File: src/rtl/spi_slave_if.sv
// spi_slave_if: SPI slave front end for the single-port RAM.
// Deserialises MOSI frames into FRAME_BITS command words (rx_data/rx_valid)
// and shifts RAM read data (tx_data/tx_valid) back out on MISO, MSB first.
// SCK is the system clock; SS_n and MOSI are synchronous to it.
// Optional feature macro: SPI_FRAME_ERR_EN adds the frame_err output, which
// pulses for one cycle when SS_n rises before a frame has fully completed.
module spi_slave_if #(
    parameter int FRAME_BITS = 10,
    parameter int DATA_BITS  = 8
) (
    input  logic                  clk,
    input  logic                  rst_n,
    input  logic                  SS_n,
    input  logic                  MOSI,
    output logic                  MISO,
    output logic [FRAME_BITS-1:0] rx_data,
    output logic                  rx_valid,
    input  logic [DATA_BITS-1:0]  tx_data,
    input  logic                  tx_valid
`ifdef SPI_FRAME_ERR_EN
    ,
    output logic                  frame_err
`endif
);

    localparam int CW = $clog2(FRAME_BITS + 1);
    localparam int TW = $clog2(DATA_BITS + 1);

    localparam logic [CW-1:0] CNT_ZERO = CW'(0);
    localparam logic [CW-1:0] CNT_ONE  = CW'(1);
    localparam logic [CW-1:0] CNT_LAST = CW'(FRAME_BITS - 1);
    localparam logic [CW-1:0] CNT_FULL = CW'(FRAME_BITS);
    localparam logic [TW-1:0] TX_ZERO  = TW'(0);
    localparam logic [TW-1:0] TX_ONE   = TW'(1);
    localparam logic [TW-1:0] TX_LAST  = TW'(DATA_BITS - 1);
    localparam logic [TW-1:0] TX_FULL  = TW'(DATA_BITS);

    typedef enum logic [2:0] {
        IDLE      = 3'd0,
        CHK_CMD   = 3'd1,
        WRITE     = 3'd2,
        READ_ADD  = 3'd3,
        READ_DATA = 3'd4
    } state_t;

    state_t                state_q;
    logic [CW-1:0]         bit_cnt_q;
    logic [FRAME_BITS-1:0] shift_q;
    logic [FRAME_BITS-1:0] shift_d;
    logic [FRAME_BITS-1:0] rx_data_q;
    logic                  rx_valid_q;
    logic                  rd_addr_seen_q;
    logic                  miso_q;
    logic [DATA_BITS-1:0]  tx_shift_q;
    logic [TW-1:0]         tx_cnt_q;
    logic                  tx_busy_q;
    logic                  tx_done_q;
`ifdef SPI_FRAME_ERR_EN
    logic                  frame_err_q;
`endif

    // Next value of the receive shift register: append MOSI as the new LSB.
    always_comb begin
        shift_d = {shift_q[FRAME_BITS-2:0], MOSI};
    end

    // Frame FSM with receive path, read-data shift-out and registered outputs.
    always_ff @(posedge clk or negedge rst_n) begin
        if (!rst_n) begin
            state_q        <= IDLE;
            bit_cnt_q      <= CNT_ZERO;
            shift_q        <= {FRAME_BITS{1'b0}};
            rx_data_q      <= {FRAME_BITS{1'b0}};
            rx_valid_q     <= 1'b0;
            rd_addr_seen_q <= 1'b0;
            miso_q         <= 1'b0;
            tx_shift_q     <= {DATA_BITS{1'b0}};
            tx_cnt_q       <= TX_ZERO;
            tx_busy_q      <= 1'b0;
            tx_done_q      <= 1'b0;
`ifdef SPI_FRAME_ERR_EN
            frame_err_q    <= 1'b0;
`endif
        end else begin
            // Strobes default low so they can never stretch past one cycle.
            rx_valid_q <= 1'b0;
`ifdef SPI_FRAME_ERR_EN
            frame_err_q <= 1'b0;
`endif
            case (state_q)
                IDLE: begin
                    bit_cnt_q <= CNT_ZERO;
                    miso_q    <= 1'b0;
                    tx_cnt_q  <= TX_ZERO;
                    tx_busy_q <= 1'b0;
                    tx_done_q <= 1'b0;
                    if (SS_n == 1'b0) begin
                        state_q <= CHK_CMD;
                    end else begin
                        state_q <= IDLE;
                    end
                end
                CHK_CMD: begin
                    // MOSI in this cycle is the mode bit, not part of the frame.
                    if (SS_n == 1'b1) begin
                        state_q <= IDLE;
                    end else if (MOSI == 1'b0) begin
                        state_q <= WRITE;
                    end else if (rd_addr_seen_q == 1'b0) begin
                        state_q <= READ_ADD;
                    end else begin
                        state_q <= READ_DATA;
                    end
                end
                WRITE, READ_ADD, READ_DATA: begin
                    if (SS_n == 1'b1) begin
                        // End of frame or abort; rd_addr_seen is left untouched.
                        state_q   <= IDLE;
                        bit_cnt_q <= CNT_ZERO;
                        miso_q    <= 1'b0;
                        tx_busy_q <= 1'b0;
                        tx_done_q <= 1'b0;
`ifdef SPI_FRAME_ERR_EN
                        if (state_q == READ_DATA) begin
                            frame_err_q <= ~tx_done_q;
                        end else begin
                            frame_err_q <= (bit_cnt_q != CNT_FULL);
                        end
`endif
                    end else if (bit_cnt_q != CNT_FULL) begin
                        bit_cnt_q <= bit_cnt_q + CNT_ONE;
                        shift_q   <= shift_d;
                        miso_q    <= 1'b0;
                        if (bit_cnt_q == CNT_LAST) begin
                            rx_data_q  <= shift_d;
                            rx_valid_q <= 1'b1;
                            if (state_q == READ_ADD) begin
                                rd_addr_seen_q <= 1'b1;
                            end else if (state_q == READ_DATA) begin
                                rd_addr_seen_q <= 1'b0;
                            end else begin
                                rd_addr_seen_q <= rd_addr_seen_q;
                            end
                        end
                    end else if (state_q == READ_DATA) begin
                        // Frame received: return one RAM read word, then idle MISO low.
                        if (tx_busy_q) begin
                            if (tx_cnt_q != TX_FULL) begin
                                miso_q     <= tx_shift_q[DATA_BITS-1];
                                tx_shift_q <= {tx_shift_q[DATA_BITS-2:0], 1'b0};
                                tx_cnt_q   <= tx_cnt_q + TX_ONE;
                                if (tx_cnt_q == TX_LAST) begin
                                    tx_done_q <= 1'b1;
                                end
                            end else begin
                                miso_q    <= 1'b0;
                                tx_busy_q <= 1'b0;
                            end
                        end else if (tx_valid == 1'b1 && tx_done_q == 1'b0) begin
                            miso_q     <= tx_data[DATA_BITS-1];
                            tx_shift_q <= {tx_data[DATA_BITS-2:0], 1'b0};
                            tx_cnt_q   <= TX_ONE;
                            tx_busy_q  <= 1'b1;
                        end else begin
                            miso_q <= 1'b0;
                        end
                    end else begin
                        // Overlong WRITE/READ_ADD bits are ignored.
                        miso_q <= 1'b0;
                    end
                end
                default: begin
                    state_q   <= IDLE;
                    bit_cnt_q <= CNT_ZERO;
                    miso_q    <= 1'b0;
                    tx_busy_q <= 1'b0;
                    tx_done_q <= 1'b0;
                end
            endcase
        end
    end

    assign MISO     = miso_q;
    assign rx_data  = rx_data_q;
    assign rx_valid = rx_valid_q;
`ifdef SPI_FRAME_ERR_EN
    assign frame_err = frame_err_q;
`endif

endmodule

File: config.mk
export PLATFORM = sky130hd
export DESIGN_NAME = spi_slave_if
export DESIGN_NICKNAME = d
export VERILOG_FILES = /design/src/rtl/spi_slave_if.sv
export SDC_FILE = /design/constraint.sdc
export NUM_CORES = 1
export LEC_CHECK = 0
export BUFFER_PORTS_ARGS = -buffer_cell sky130_fd_sc_hd__buf_2
export CELL_PAD_IN_SITES_DETAIL_PLACEMENT = 1
export CELL_PAD_IN_SITES_GLOBAL_PLACEMENT = 1
export CORE_UTILIZATION = 25
export CTS_CLUSTER_SIZE = 24
export DETAILED_ROUTE_END_ITERATION = 8
export GPL_ROUTABILITY_DRIVEN = 0
export PLACE_DENSITY_LB_ADDON = 0.1
export SYNTH_ARGS = -nofsm -noshare
export SYNTH_HDL_FRONTEND = slang
export SYNTH_SLANG_ARGS = --single-unit
File: constraint.sdc
create_clock -name clk -period 2.23 [get_ports clk]
set_clock_uncertainty 0.15 [all_clocks]
set_input_delay 0.223 -clock clk [delete_from_list [all_inputs] [get_ports clk]]
set_output_delay 0.223 -clock clk [all_outputs]
set_load 0.01 [all_outputs]
==> metrics.txt <==
status completed; GRT Total Usage 0.1217; Synth cell types 53; hold wc startpoint MOSI; async set or reset register ratio after synthesis 1.000; Seq/Total Area, Yosys 0.4915; Worst-Margin Slew a little under 600 ps; Synth Area in Compound Gates 0.1159; largest net degree at the start of global routing 24; mux share of post-synthesis cell area 0.1908; Die Area 8927 um2; Main synth FF type dfrtp_1; syn_area_per_cell 12.36 um2; crit path from bit_cnt_q[0]; nets 225; vias per inst 4.738; setup TNS 0 ps; final antenna-violating net count 0; H-tree levels 2; Root Buffer clkbuf_8; initial antenna violation count 0; Post CTS Setup Buffer Count 0; worst min path class in -> reg; CTS max path bufs 2; most common cell after layout, fill and taps aside dfrtp_1; Ports 25; Ys Warns 0; largest family of logic cells by synthesized area multiplexers; CP arrival 2030 ps; Core Region 8258 um2; Rel. slew slack 0.6050; Final min period 1988 ps; CTS tree built; LEAKAGE roughly 1.2 nW; Worst-Skew Late Latency roughly 300 ps; Final period util 0.8915; DRT iter0 DRCs 61; unrepaired setup endpoints after global routing false; TritonCTS buffer count 5; Yosys reg bits 42; Synth area leaders dfrtp_1, mux2_2, mux2_4; Max Freq 0.5030 GHz; EDFF count, synth 0; Crit path required time 2270 ps; Pre-antenna DRT Iters 4; Synth-to-Final Area Change 19.08%; worst vdd ir 284.6 uV; Mapped Cells roughly 170; clk sinks 42; Initial Util 0.2589; kind of end point of the critical path flip-flop; Mapped Nets 191; detailed-route DRC error count 0; die width 94.49 um; Setup WS pre-CTS 124.3 ps; XOR/XNOR Fraction of Synth Area 0.004096; total number of vias 1483; layout cells sized above 1 0.4038; vias in the first global route 1586; IO Port Bufs 24; Yosys top cell area share 0.4915; Hold Vio Cnt, Final 0; post-synthesis simple-gate area fraction 0.1258; worst reg2reg path startpoint bit_cnt_q[0]; dominant cell type by area after synthesis dfrtp_1; maxcap violations 0; CP Launch Type flip-flop; final setup margin 241.9 ps; Setup Viol. Count Final 0; final wirelength 4.918 mm; Max Transition Viols Final 0; Crit Path Max Fanout 7; most frequent cells in the layout dfrtp_1, mux2_2, buf_2; row count 33; area of the mapped netlist around 2100 um2; pwr/cell area 678.6 nW/um2; GRT Residual Overflow 0; CTS clk-pin slew, worst paths 80 ps; first-pass GRT wire length 8.342 mm; die span in y around 94 um; ant diodes 0; Adder-Cell Fraction of Synth Area 0.02926; hpwl dp 3.670 mm; wire per inst 15.71 um; critical path class reg -> reg
-- metrics by stage --
step,hold slack (ps),area (um2),util,instances,total power (W)
CTS,81.88,2542,0.3079,313,0.001759
global placement,89.97,2420,0.2930,304,0.001111
finish,86.89,2546,0.3083,313,0.001728
floorplan,-222.6,2138,-,173,0.001040
detailed placement,102.0,2420,0.2930,304,0.001131
global route,100.5,2546,0.3083,313,0.001826
-- cells by family after synthesis --
group / after synthesis
flip-flops: 42
XOR/XNOR: 1
adder cells (fa/ha/maj): 5
AND/OR/NAND/NOR: 40
AO/OA/AOI/OAI: 34
buffers and inverters: 17
multiplexers: 34
-- flip-flops by register name, summed over array words and instances (netlist names) --
| name | count |
|---|---|
| shift_q | 9 |
| rd_addr_seen_q | 1 |
| tx_cnt_q | 4 |
| tx_shift_q | 7 |
| MISO | 1 |
| rx_valid | 1 |
| rx_data | 10 |
| bit_cnt_q | 4 |
| tx_done_q | 1 |
| tx_busy_q | 1 |
| state_q | 3 |
-- what timing repair did --
| action | 4_1_cts | 5_1_grt |
|---|---|---|
| endpoints found under the hold margin | 19 | 0 |
| resized for setup | 0 | 1 |
| endpoints found under the setup margin | 0 | 3 |
| hold buffers | 1 | 0 |
-- report_power, final --
part	leakage, nW	internal [W]	total, W	switching [W]
clock	0.0585	0.000336	0.000615	0.000279
combinational	0.608	0.000109	0.000207	0.0000978
sequential	0.570	0.000843	0.000906	0.0000622
total	1.24	0.00129	0.00173	0.000439
-- worst paths after layout --
path	endpoint	slack (ps)	cells after the start
max	tx_shift_q[6]	240	6
max in group asynchronous	shift_q[2]	1130	3
min reg2reg	rx_data[2]	360	1
min	rx_data[0]	90	2
min in group asynchronous	tx_cnt_q[0]	290	2
max reg2reg	tx_shift_q[6]	240	6
-- routing by layer --
metal / vias up / global-route usage / wire length [um]
li1: 695 / - / -
met1: 759 / 0.1648 / 2342
met2: 23 / 0.1963 / 2395
met3: 6 / 0.01932 / 128
met4: 0 / 0.04293 / 52
met5: - / 0 / 0
-- synth_stat cells (3+ instances only) --
cell type  instances
o211ai_1           4
inv_1              9
o21ai_0            8
mux2_2            24
nor2_1             3
buf_6              3
ha_1               5
mux2_4             7
a21oi_1            3
nor2b_1            5
nand2_1            8
nor3_1             4
dfrtp_1           42
-- critical path, cell delays in order, from the launching register on --
cell      delay (ps)
dfrtp_1          430
inv_1            110
ha_1             190
and4bb_4         290
o2111a_2         270
nand2_4          120
mux2_4           310
-- area by class of cell --
| type | instances | area, um2 |
|---|---|---|
| clock buffer | 5 | 68.82 |
| clock inverter | 3 | 43.79 |
| fill | 940 | 5712 |
| inverter | 9 | 33.78 |
| multi-input combinational | 114 | 999.7 |
| sequential | 42 | 1051 |
| tap | 105 | 131.4 |
| timing repair buffer | 35 | 217.7 |
(Power assumes the default switching activity.)
